File: src/rtl/wb_port_arbiter.sv
// wb_port_arbiter
// Arbitrates two writers (0: ALU result, 1: load result) onto the single
// register-file write-back port and registers the winner's address/data.
// Round-robin with a burst limit: an owner keeps the port for at most
// MAX_BURST consecutive grants while the other requester is waiting.
//
// Optional feature macro: WB_ARB_FIXED_PRIO_EN
//   defined   -> requester 1 always wins a tie; burst counter held at 0.
//   undefined -> round-robin with burst limit.
//
// Ports:
//   clk, rst        clock, asynchronous active-high reset
//   stall           blocks all grants this cycle
//   v0/a0/d0/r0     requester 0 valid, dest register, data, ready (comb)
//   v1/a1/d1/r1     requester 1 valid, dest register, data, ready (comb)
//   we/waddr/wdata  registered register-file write port
//   gnt_id          registered id of the requester behind we/waddr/wdata
module wb_port_arbiter #(
  parameter int DATA_W    = 32,
  parameter int ADDR_W    = 5,
  parameter int MAX_BURST = 4
) (
  input  logic              clk,
  input  logic              rst,
  input  logic              stall,
  input  logic              v0,
  input  logic [ADDR_W-1:0] a0,
  input  logic [DATA_W-1:0] d0,
  output logic              r0,
  input  logic              v1,
  input  logic [ADDR_W-1:0] a1,
  input  logic [DATA_W-1:0] d1,
  output logic              r1,
  output logic              we,
  output logic [ADDR_W-1:0] waddr,
  output logic [DATA_W-1:0] wdata,
  output logic              gnt_id
);

  typedef enum logic [1:0] {IDLE, OWN0, OWN1} state_t;

  localparam logic [3:0] MAXB = 4'(MAX_BURST);

  state_t            state_reg, state_next;
  logic [3:0]        cnt_reg, cnt_next;
  logic [1:0]        valid;
  logic [1:0]        gnt;
  logic [1:0]        owns;
  logic              xfer;
  logic              sel;
  logic [ADDR_W-1:0] sel_addr;
  logic [DATA_W-1:0] sel_data;

  logic              we_reg;
  logic [ADDR_W-1:0] waddr_reg;
  logic [DATA_W-1:0] wdata_reg;
  logic              gnt_id_reg;

  assign valid = {v1, v0};

  // owns[k] is high when requester k received the previous grant.
  genvar gi;
  generate
    for (gi = 0; gi < 2; gi++) begin : g_own
      assign owns[gi] = (state_reg == ((gi == 0) ? OWN0 : OWN1));
    end
  endgenerate

  // Grant decision: purely from valids, stall, state and count, never from
  // address or data, so ready has no path from the payload inputs.
  always_comb begin
    gnt = 2'b00;
    if (!rst && !stall) begin
      case (valid)
        2'b01: gnt = 2'b01;
        2'b10: gnt = 2'b10;
        2'b11: begin
`ifdef WB_ARB_FIXED_PRIO_EN
          gnt = 2'b10;
`else
          case (state_reg)
            OWN0:    gnt = (cnt_reg < MAXB) ? 2'b01 : 2'b10;
            OWN1:    gnt = (cnt_reg < MAXB) ? 2'b10 : 2'b01;
            default: gnt = 2'b01;
          endcase
`endif
        end
        default: gnt = 2'b00;
      endcase
    end
  end

  assign r0       = gnt[0];
  assign r1       = gnt[1];
  assign xfer     = |gnt;
  assign sel      = gnt[1];
  assign sel_addr = sel ? a1 : a0;
  assign sel_data = sel ? d1 : d0;

  // Owner/count next state. A stall freezes both so the burst position
  // survives the stall.
  always_comb begin
    state_next = state_reg;
    cnt_next   = cnt_reg;
    if (!stall) begin
      if (xfer) begin
        state_next = sel ? OWN1 : OWN0;
`ifdef WB_ARB_FIXED_PRIO_EN
        cnt_next   = 4'd0;
`else
        if (owns[sel])
          cnt_next = (cnt_reg >= MAXB) ? MAXB : cnt_reg + 4'd1;
        else
          cnt_next = 4'd1;
`endif
      end else begin
        state_next = IDLE;
        cnt_next   = 4'd0;
      end
    end
  end

  always_ff @(posedge clk or posedge rst) begin
    if (rst) begin
      state_reg  <= IDLE;
      cnt_reg    <= 4'd0;
      we_reg     <= 1'b0;
      waddr_reg  <= '0;
      wdata_reg  <= '0;
      gnt_id_reg <= 1'b0;
    end else begin
      state_reg <= state_next;
      cnt_reg   <= cnt_next;
      if (xfer) begin
        // Writes to register 0 are accepted but never reach the file.
        we_reg     <= (sel_addr != '0);
        waddr_reg  <= sel_addr;
        wdata_reg  <= sel_data;
        gnt_id_reg <= sel;
      end else begin
        we_reg <= 1'b0;
      end
    end
  end

  assign we     = we_reg;
  assign waddr  = waddr_reg;
  assign wdata  = wdata_reg;
  assign gnt_id = gnt_id_reg;

endmodule

File: config.mk
export PLATFORM = sky130hd
export DESIGN_NAME = wb_port_arbiter
export DESIGN_NICKNAME = d
export VERILOG_FILES = /design/src/rtl/wb_port_arbiter.sv
export SDC_FILE = /design/constraint.sdc
export NUM_CORES = 1
export LEC_CHECK = 0
export ABC_CLOCK_PERIOD_IN_PS = 4630
export CORE_UTILIZATION = 42
export CTS_CLUSTER_DIAMETER = 100
export DETAILED_ROUTE_END_ITERATION = 6
export GPL_ROUTABILITY_DRIVEN = 0
export PLACE_DENSITY = 0.95
export SLEW_MARGIN = 40
export SYNTH_ARGS = -nofsm -noshare
export SYNTH_HDL_FRONTEND = slang
export SYNTH_SLANG_ARGS = --single-unit
export TNS_END_PERCENT = 5
File: constraint.sdc
create_clock -name clk -period 4.63 [get_ports clk]
set_input_delay 0.463 -clock clk [delete_from_list [all_inputs] [get_ports clk]]
set_output_delay 0.463 -clock clk [all_outputs]
set_load 0.01 [all_outputs]
==> results of run 1 <==
layout make-up:
cell class                 instances  area share [%]
multi-input combinational        131           23.49
sequential                        45           32.09
inverter                          37           4.029
timing repair buffer             122           34.58
tap                               70           2.496
clock inverter                     1          0.8556
clock buffer                       7           2.460
power by group through the flow:
stage	logic, uW	registers (uW)	clock network, uW
final	374	498	298
after global routing	405	506	320
after CTS	378	499	306
after detailed placement	377	505	0
after global placement	365	501	0
after floorplan	123	533	0
kinds of logic after synthesis:
family          after synthesis  synth area share [%]
simple gates                 39                 8.722
compound gates               89                 26.62
flops                        45                 50.65
buf+inv                      52                 12.32
fa+ha+maj                     3                 1.688
placed cells by master (no fill, tap or decap), drive strengths merged, types with 2 or more instances in the layout:
master / instances
clkdlybuf4s50: 119
dfrtp: 45
inv: 37
a21oi: 36
o22ai: 32
nand2: 17
nor2: 9
clkbuf: 7
a31oi: 5
o21ai: 4
o311a: 3
ha: 3
buf: 3
or4b: 3
nand2b: 2
or2: 2
a22o: 2
and2: 2
through the flow:
step                      utilization, %  cell area [um2]  total power, uW  worst slack [ps]
after floorplan                        -             2223            656.0              2677
after global placement             66.36             3390            866.5              1396
after detailed placement           66.44             3393            881.9              1335
after CTS                          68.72             3510             1182              1327
after global routing               68.72             3510             1231              1180
final                              68.72             3510             1170              1301
synthesized netlist by cell type (3+ instances only):
cell type  number
a21oi_2         9
dfrtp_1        45
nand2_1        17
o22ai_1        32
a31oi_1         5
nor2_1          9
buf_6           8
buf_2           3
a21oi_1        27
o21ai_0         4
inv_1          37
ha_1            3
o311a_1         3
buf_4           4
final timing paths:
path / depth (start not counted) / endpoint / slack [ps] / from
setup / recovery: 6 / r1 / 1300 / v0
hold / removal: 1 / state_reg[0]$_DFFE_PP0N_ / 520 / state_reg[0]$_DFFE_PP0N_
setup reg to reg: 7 / wdata[12]$_DFFE_PP0P_ / 2270 / state_reg[0]$_DFFE_PP0N_
hold reg to reg: 1 / state_reg[0]$_DFFE_PP0N_ / 520 / state_reg[0]$_DFFE_PP0N_
max in group asynchronous: 2 / state_reg[0]$_DFFE_PP0N_ / 3600 / rst
min in group asynchronous: 2 / cnt_reg[3]$_DFFE_PP0N_ / 660 / rst
critical path: cells and delay by family:
family                 cells  cell delay, ps
buffers and inverters      4            1720
and+or+nand+nor            1             530
AOI/OAI and AO/OA          1             110
per-layer routing:
metal	GRT usage [%]	vias up	wire [um]
met3	4.953	4	412
met4	5.031	0	31
met5	0	-	0
li1	-	1024	-
met1	24.59	995	2330
met2	40.24	96	3198
==> impl_metrics.ini, run 1 <==
[outcome]
status = finished clean

[run]
number_of_maximum_capacitance_violations = 0

[timing]
setup-violations-final = 0
fin_crit_sh_pct = 71.90
final_hold_violations = 0
timing.clock.skew_ps = 5.696
setup_repair_after_global_routing_missed_its_margin = false
max_freq_ghz = 0.3004
final-max-slew-violation-count = 0
worst_slew_pin_slew_ps = 572.1
max_slew_margin_pct = 61.86
setup_total_negative_slack_ps = 0
fin_hold_ws_ps = 517.2
period_needed_ps = 3329

[routing]
post_drt_wl_per_cell_um = 14.46
detail-route-antenna-nets = 0
vias_per_cell = 5.131
drt_first_iter_violations = 74
detailedRoute.firstPassIterationCount = 4
drc = 0
drt-total-wl_mm = 5.973
via_count = 2119

[synthesis]
synthesized_instance_count = 228
postSynth.asyncResetShare_pct = 100.0
synth.largest_area_cell = dfrtp_1
synth_enable_flop_cells = 0
synth_flop_cell = dfrtp_1
synth_cell_types = 31
synth_top_area_share_pct = 50.65
netlist_top_cells_area = dfrtp_1, o22ai_1, inv_1
post_synth.cell_area_avg_um2 = 9.752
yosys_warnings = 0
postSynthRegisterBits = 45
synthesis.area_um2 = 2223
synthesis.nets = 310
synth_sequential_area_ratio_pct = 50.65

[clock_network]
cts_tree = built
cts-root-buf = clkbuf_8
cts.sink_count = 45
post_cts.resized_instances = 0
clkLatencyLatePin_ps = 280
clock_tree.htree_level_count = 2
postCtsSetupRepairBufs = 0
postCtsHoldBufs = 0
clock_path_buffers = 2
cts.reportedPaths.clkPinSlew_ps = 80
cts_buffers = 5

[pwr]
leakage_uw = 0.001505
switching_share_pct = 26.29
power.share.sequential_pct = 42.6
intPower_uw = 862.5
power_per_cell_area_nw_per_um2 = 333.4
total_switching_power_uw = 307.7
comb_power_share_pct = 32.0
clockPowerShare_pct = 25.5
vdd.ir_drop.worst_uv = 246.3

[grt]
grt.total_usage_pct = 21.43
antenna_found_initial = 0
wire_length_of_the_first_global_routing_pass_mm = 9.039
grt.overflow.total = 0
grt_start_max_net_pins = 47
grt_pass1_vias = 2038

[final_layout]
num-nets-final = 424
layout-area-overhead-vs-synth_pct = 57.85
seqCellArea_um2 = 1126
num_antenna_cells = 0
layoutNonFillerInstCount = 413
multiInputGateArea_um2 = 824.5
layout-drive-gt1-share_pct = 8.163
largest_reg_flops = 32
fill_cells = 418

[place]
numPortBuffers = 119
detailed_placement_hpwl_mm = 4.461
post-place-cells = 405

[die]
num_rows = 26
ioPinCount = 120
dieArea_um2 = 5589
chipWidth_um = 74.76
die_y_um = 74.76
initial_core_util_pct = 43.53
coreArea_um2 = 5107

[worst_hold_path]
worstHoldPathType = reg -> reg

[critical_path]
slowest_delay_ps = 590
crit_required_ps = 4170
startpoint_type = input port
critical_path_arrival_ps = 2870
worst-path-max-fanout = 42
cell_with_the_largest_stage_delay_on_the_worst_path = clkdlybuf4s50_1
worstSetupEndpointType = primary output
worstPathCellList = clkdlybuf4s50_1 -> or4b_4 -> o2111ai_4 -> buf_4 -> inv_1 -> clkdlybuf4s50_1
critical_path_class = in -> out
cp_most_frequent_cell = clkdlybuf4s50_1
(Power assumes the default switching activity.)
==> run 2, diff against run 1 <==
Settings changed: ABC_CLOCK_PERIOD_IN_PS 4630 to 3450, CORE_UTILIZATION 42 to 39, PLACE_DENSITY 0.95 to 0.9.
Clock period 4.63 ns to 3.45 ns, I/O delays scaled along.
==> run 2 against run 1 <==
Net effect:
- combinational power rose by 35%
- highest routed layer unchanged
- register-to-register slack worse by 1100 ps
- critical path type unchanged
- sequential share of layout area rose by 0.24 points
- critical endpoint unchanged
- via count grew 0.61%
==> impl_metrics.ini, run 2 (synthesis results as in run 1) <==
[clock_network]
clock_tree.htree_level_count = 2
cts_buffers = 5
postCtsSetupRepairBufs = 0
cts.sink_count = 45
clkLatencyLatePin_ps = 280
cts_tree = built
postCtsHoldBufs = 0
cts.reportedPaths.clkPinSlew_ps = 80
post_cts.resized_instances = 0
cts-root-buf = clkbuf_8
clock_path_buffers = 2

[pwr]
clockPowerShare_pct = 20.9
total_switching_power_uw = 415.3
comb_power_share_pct = 34.1
leakage_uw = 0.001489
vdd.ir_drop.worst_uv = 258.6
power_per_cell_area_nw_per_um2 = 425.1
switching_share_pct = 28.05
intPower_uw = 1065
power.share.sequential_pct = 45.0

[routing]
via_count = 2132
post_drt_wl_per_cell_um = 14.24
drt-total-wl_mm = 5.925
vias_per_cell = 5.125
drc = 0
drt_first_iter_violations = 79
detailedRoute.firstPassIterationCount = 4
detail-route-antenna-nets = 0

[critical_path]
critical_path.reg2reg.endpoint = wdata[12]$_DFFE_PP0P_
startpoint_type = input port
cp_top_family = buffers and inverters
timing.reg2reg.setup_slack_ps = 1220
cp_most_frequent_cell = clkdlybuf4s50_1
critical_path_class = in -> out
worstSetupEndpointType = primary output
slowest_delay_ps = 560
critical_path_arrival_ps = 2370
r2r.worst_path.cells = 7
reg2reg_from = state_reg[0]$_DFFE_PP0N_
crit_required_ps = 3110
worstPathCellList = clkdlybuf4s50_1 -> nor2_1 -> o2111ai_4 -> inv_1 -> clkdlybuf4s50_1
cell_with_the_largest_stage_delay_on_the_worst_path = clkdlybuf4s50_1
worstPathBufferInverterCount = 3
worst-path-max-fanout = 10

[worst_hold_path]
min_from = cnt_reg[1]$_DFFE_PP0N_
worstHoldPathType = reg -> reg
hold-path-cell-count = 1
hold-path-endpoint = cnt_reg[1]$_DFFE_PP0N_

[timing]
max_slew_margin_pct = 61.90
timing.clock.skew_ps = 8.487
setup_repair_after_global_routing_missed_its_margin = false
fin_crit_sh_pct = 78.74
final-max-slew-violation-count = 0
setup-violations-final = 0
setup_total_negative_slack_ps = 0
worst_slew_pin_slew_ps = 571.4
max_freq_ghz = 0.3681
period_needed_ps = 2716
fin_hold_ws_ps = 523.8
final_hold_violations = 0

[outcome]
status = finished clean

[die]
initial_core_util_pct = 40.38
ioPinCount = 120
num_rows = 27
chipWidth_um = 77.51
dieArea_um2 = 6007
coreArea_um2 = 5507
die_y_um = 77.51

[final_layout]
layout_common_cells = clkdlybuf4s50_1, dfrtp_1, inv_1
mostFrequentLayoutCell = clkdlybuf4s50_1
fill_cells = 474
num_antenna_cells = 0
largest_reg_flops = 32
num-nets-final = 425
layout-area-overhead-vs-synth_pct = 56.67
layout-drive-gt1-share_pct = 7.849

[place]
detailed_placement_hpwl_mm = 4.318
numPortBuffers = 119

[grt]
grt.total_usage_pct = 19.57
wire_length_of_the_first_global_routing_pass_mm = 9.453
antenna_found_initial = 0
grt_start_max_net_pins = 47
grt.overflow.total = 0
grt_pass1_vias = 2101

[run]
number_of_maximum_capacitance_violations = 0
## run 2: cell count changes in the layout (fill, tap and decap cells not counted), sizes merged
cell	before	now
bufinv	1	0
clkinvlp	0	1
buf	3	4
## run 2: worst reg2reg max path, delay by kind of cell (launching register included)
family,cells,cell delay [ps]
and+or+nand+nor,1,550
AOI/OAI and AO/OA,3,490
buffers and inverters,2,470
DFF,1,380
adders and majority gates,1,270
## run 2: layout make-up
| class | instances | area, um2 | share of cell area, % |
|---|---|---|---|
| inverter | 37 | 138.9 | 3.987 |
| clock buffer | 7 | 76.32 | 2.191 |
| clock inverter | 1 | 7.507 | 0.2155 |
| timing repair buffer | 123 | 1221 | 35.06 |
| sequential | 45 | 1126 | 32.33 |
| tap | 72 | 90.09 | 2.586 |
| multi-input combinational | 131 | 823.3 | 23.64 |
## run 2: routing by layer
layer | share of wire, % | GRT usage [%] | vias up
met5 | 0 | 0 | -
met3 | 5.1 | 3.294 | 8
li1 | - | - | 1029
met1 | 41 | 21.98 | 1015
met2 | 53 | 37.08 | 80
met4 | 1.6 | 6.415 | 0
## run 2: per-stage QoR
step | total power [uW] | util [%] | std cells | area (um2) | worst slack (ps)
after floorplan | 880.4 | - | 228 | 2223 | 1615
after global placement | 1163 | 61.74 | 408 | 3400 | 883.5
after detailed placement | 1184 | 61.74 | 408 | 3400 | 746.2
after CTS | 1495 | 63.26 | 416 | 3483 | 744.7
after global routing | 1561 | 63.26 | 416 | 3483 | 605.9
final | 1481 | 63.26 | 416 | 3483 | 733.6
## run 2: power by group through the flow
stage                     logic (uW)  registers [uW]  clock network (uW)
after CTS                        510             666                 320
after global routing             545             676                 340
after detailed placement         508             676                   0
final                            505             666                 310
after global placement           493             670                   0
after floorplan                  165             716                   0
## run 2: worst max path at each step
stage	start	end	cells after the start	slack, ps
2_1_floorplan	state_reg[0]$_DFFE_PP0N_	r1	5	1610
3_3_place_gp	stall	r1	5	880
3_5_place_dp	stall	r1	5	750
4_1_cts	stall	r1	5	740
5_1_grt	stall	r1	5	610
6_report	stall	r1	5	730
==> RTL edit, RTL diff (flow settings as in run 2) <==
The 3 states of `state_t` get a one-hot encoding in 3 bits.
--- a/src/rtl/wb_port_arbiter.sv
+++ b/src/rtl/wb_port_arbiter.sv
@@ -37,7 +37,7 @@
   output logic              gnt_id
 );
 
-  typedef enum logic [1:0] {IDLE, OWN0, OWN1} state_t;
+  typedef enum logic [2:0] {IDLE = 3'b001, OWN0 = 3'b010, OWN1 = 3'b100} state_t;
 
   localparam logic [3:0] MAXB = 4'(MAX_BURST);
 
Behaviour: no difference found for any inputs over 10 cycles, from zero or initial values and one cycle with rst high; not proved beyond that.
==> RTL edit against run 2 <==
Synthesized area shrank 8.5%; routed wire length fell by 3.5%; cell count is 2.9% lower; final area is 3.5% lower; clock power increased by 25%; global-route usage increased by 1.9 points; setup slack improved by 0.20 ns; combinational power down 13%; sequential power about the same; sequential share of layout area rose by 2.0 points; power is 0.46% higher; count of clock-buffer cells in the layout unchanged; sequential cell count grew 1; highest routed layer unchanged.
==> RTL edit: results (changes against run 2) <==
| Metric | Value |
|---|---|
| Worst path top cell family by delay | buffers and inverters |
| Post-CTS Resized | 0 (unchanged) |
| Clk_lat worst skew | 0.29 ns |
| Port bufs | 119 (unchanged) |
| Initial antenna violation count | 0 (unchanged) |
| Netlist cell types | 34 (+9.7%) |
| Vias | 2002 (-6.1%) |
| Max IR drop VDD | 0.000249 V (-3.8%) |
| Leakage | 1.42 nW (-4.6%) |
| Least-Margin Pin Slew | 0.717 ns (+0.145 ns) |
| Area after DPL | 3250 sq um (-4.3%) |
| Top post-synthesis cells by count | nor2_1, dfrtp_1, o22ai_1 |
| Share of the synthesized area in the top cell type | 55.4% (+4.7 points) |
| Finished Layout Cells | 404 (-2.9%) |
| # DRC | 0 (unchanged) |
| Top cells by area in the synthesized netlist | dfrtp_1, nor2_1, o22ai_1, nand2_1, a21oi_1 |
| DPL Wire Length | 4040 microns (-6.5%) |
| Htree depth | 2 (unchanged) |
| YS warnings | 0 (unchanged) |
| Share of layout cells above drive strength 1 | 4.75% (-3.1 points) |
| Final wirelength | 5720 microns (-3.5%) |
| Post-synthesis sequential area ratio | 56.6% (+6.0 points) |
| Number of flip-flops in the largest register | 32 (unchanged) |
| Run status | finished, final reports clean |
| Worst path arrival time | 2.18 ns (-0.19 ns) |
| Starting DRT DRC Count | 45 (-43%) |
| Worst R2R Path Depth | 6 (-1) |
| Synth async-reset ratio | 100% (unchanged) |
| HP Class | reg2reg |
| First-pass GRT wire length | 8960 microns (-5.2%) |
| Slowest stage cell, crit path | clkdlybuf4s50_1 |
| Worst hold stages | 2 (+1) |
| Clk root buf | clkbuf_8 |
| Inserted Diodes | 0 (unchanged) |
| Worst-path maximum fanout | 9 (-1) |
| Skew final | 0.0103 ns (+0.00178 ns) |
| Syn_nets | 300 (-3.2%) |
| CTS clk-pin slew, worst paths | 0.08 ns (about the same) |
| Gr usage total | 21.5% (+1.9 points) |
| Post-synthesis area per instance | 9.25 sq um (-5.2%) |
| Nets | 416 (-2.1%) |
## RTL edit: layout make-up
class	count	area (sq um)
Fill cell	401	1520
Timing Repair Buffer	122	1210
Sequential cell	46	1150
Multi-Input combinational cell	156	783
Tap cell	67	83.8
Clock buffer	7	76.3
Clock inverter	1	30.0
Inverter	5	21.3
## RTL edit: cell families (layout without fill, tap and decap cells)
| logic type | after synthesis | after routing | share of synthesized area [%] |
|---|---|---|---|
| adder cells (fa/ha/maj) | 1 | 1 | 0.615 |
| multiplexers | 1 | 1 | 0.492 |
| AO/OA/AOI/OAI | 55 | 55 | 17.2 |
| AND/OR/NAND/NOR | 99 | 99 | 19.9 |
| buffers and inverters | 18 | 135 | 5.23 |
| flip-flops | 46 | 46 | 56.6 |
## RTL edit: per-stage QoR
stage	util, %	worst slack, ns
6_report	68.9	0.930
2_1_floorplan	-	1.88
3_5_place_dp	66.7	0.932
3_3_place_gp	66.6	0.946
4_1_cts	68.9	0.926
5_1_grt	68.9	0.804
## RTL edit: per-layer routing
metal  GRT usage [%]  up-vias  share of wire [%]
met5               0        -                  0
met4            5.45        0                1.4
met3            7.86        8                8.6
met2            39.7       73                 50
met1            23.3      933                 40
li1                -      988                  -
## RTL edit: path summary, 6_finish.rpt
| path | start | to | slack [ns] |
|---|---|---|---|
| min reg2reg | gnt_id | gnt_id | 0.48 |
| min in group asynchronous | rst | cnt_reg[3] | 0.55 |
| min | gnt_id | gnt_id | 0.48 |
| max in group asynchronous | rst | state_reg[0] | 2.50 |
| max | stall | r1 | 0.93 |
| max reg2reg | cnt_reg[2] | wdata[8] | 1.47 |
## RTL edit: power by group
| part | switching [mW] | internal (mW) | total, mW |
|---|---|---|---|
| Sequential | 0.0424 | 0.621 | 0.664 |
| Clock | 0.169 | 0.217 | 0.386 |
| Combinational | 0.170 | 0.268 | 0.438 |
| Total | 0.381 | 1.11 | 1.49 |
## RTL edit: worst reg2reg max path, stage by stage, from the launching register on
cell and delay (ns):
dfrtp_1 0.44, nor2_2 0.20, mux2i_1 0.36, a31o_1 0.23, buf_4 0.36, o22ai_1 0.19, nor2_1 0.13
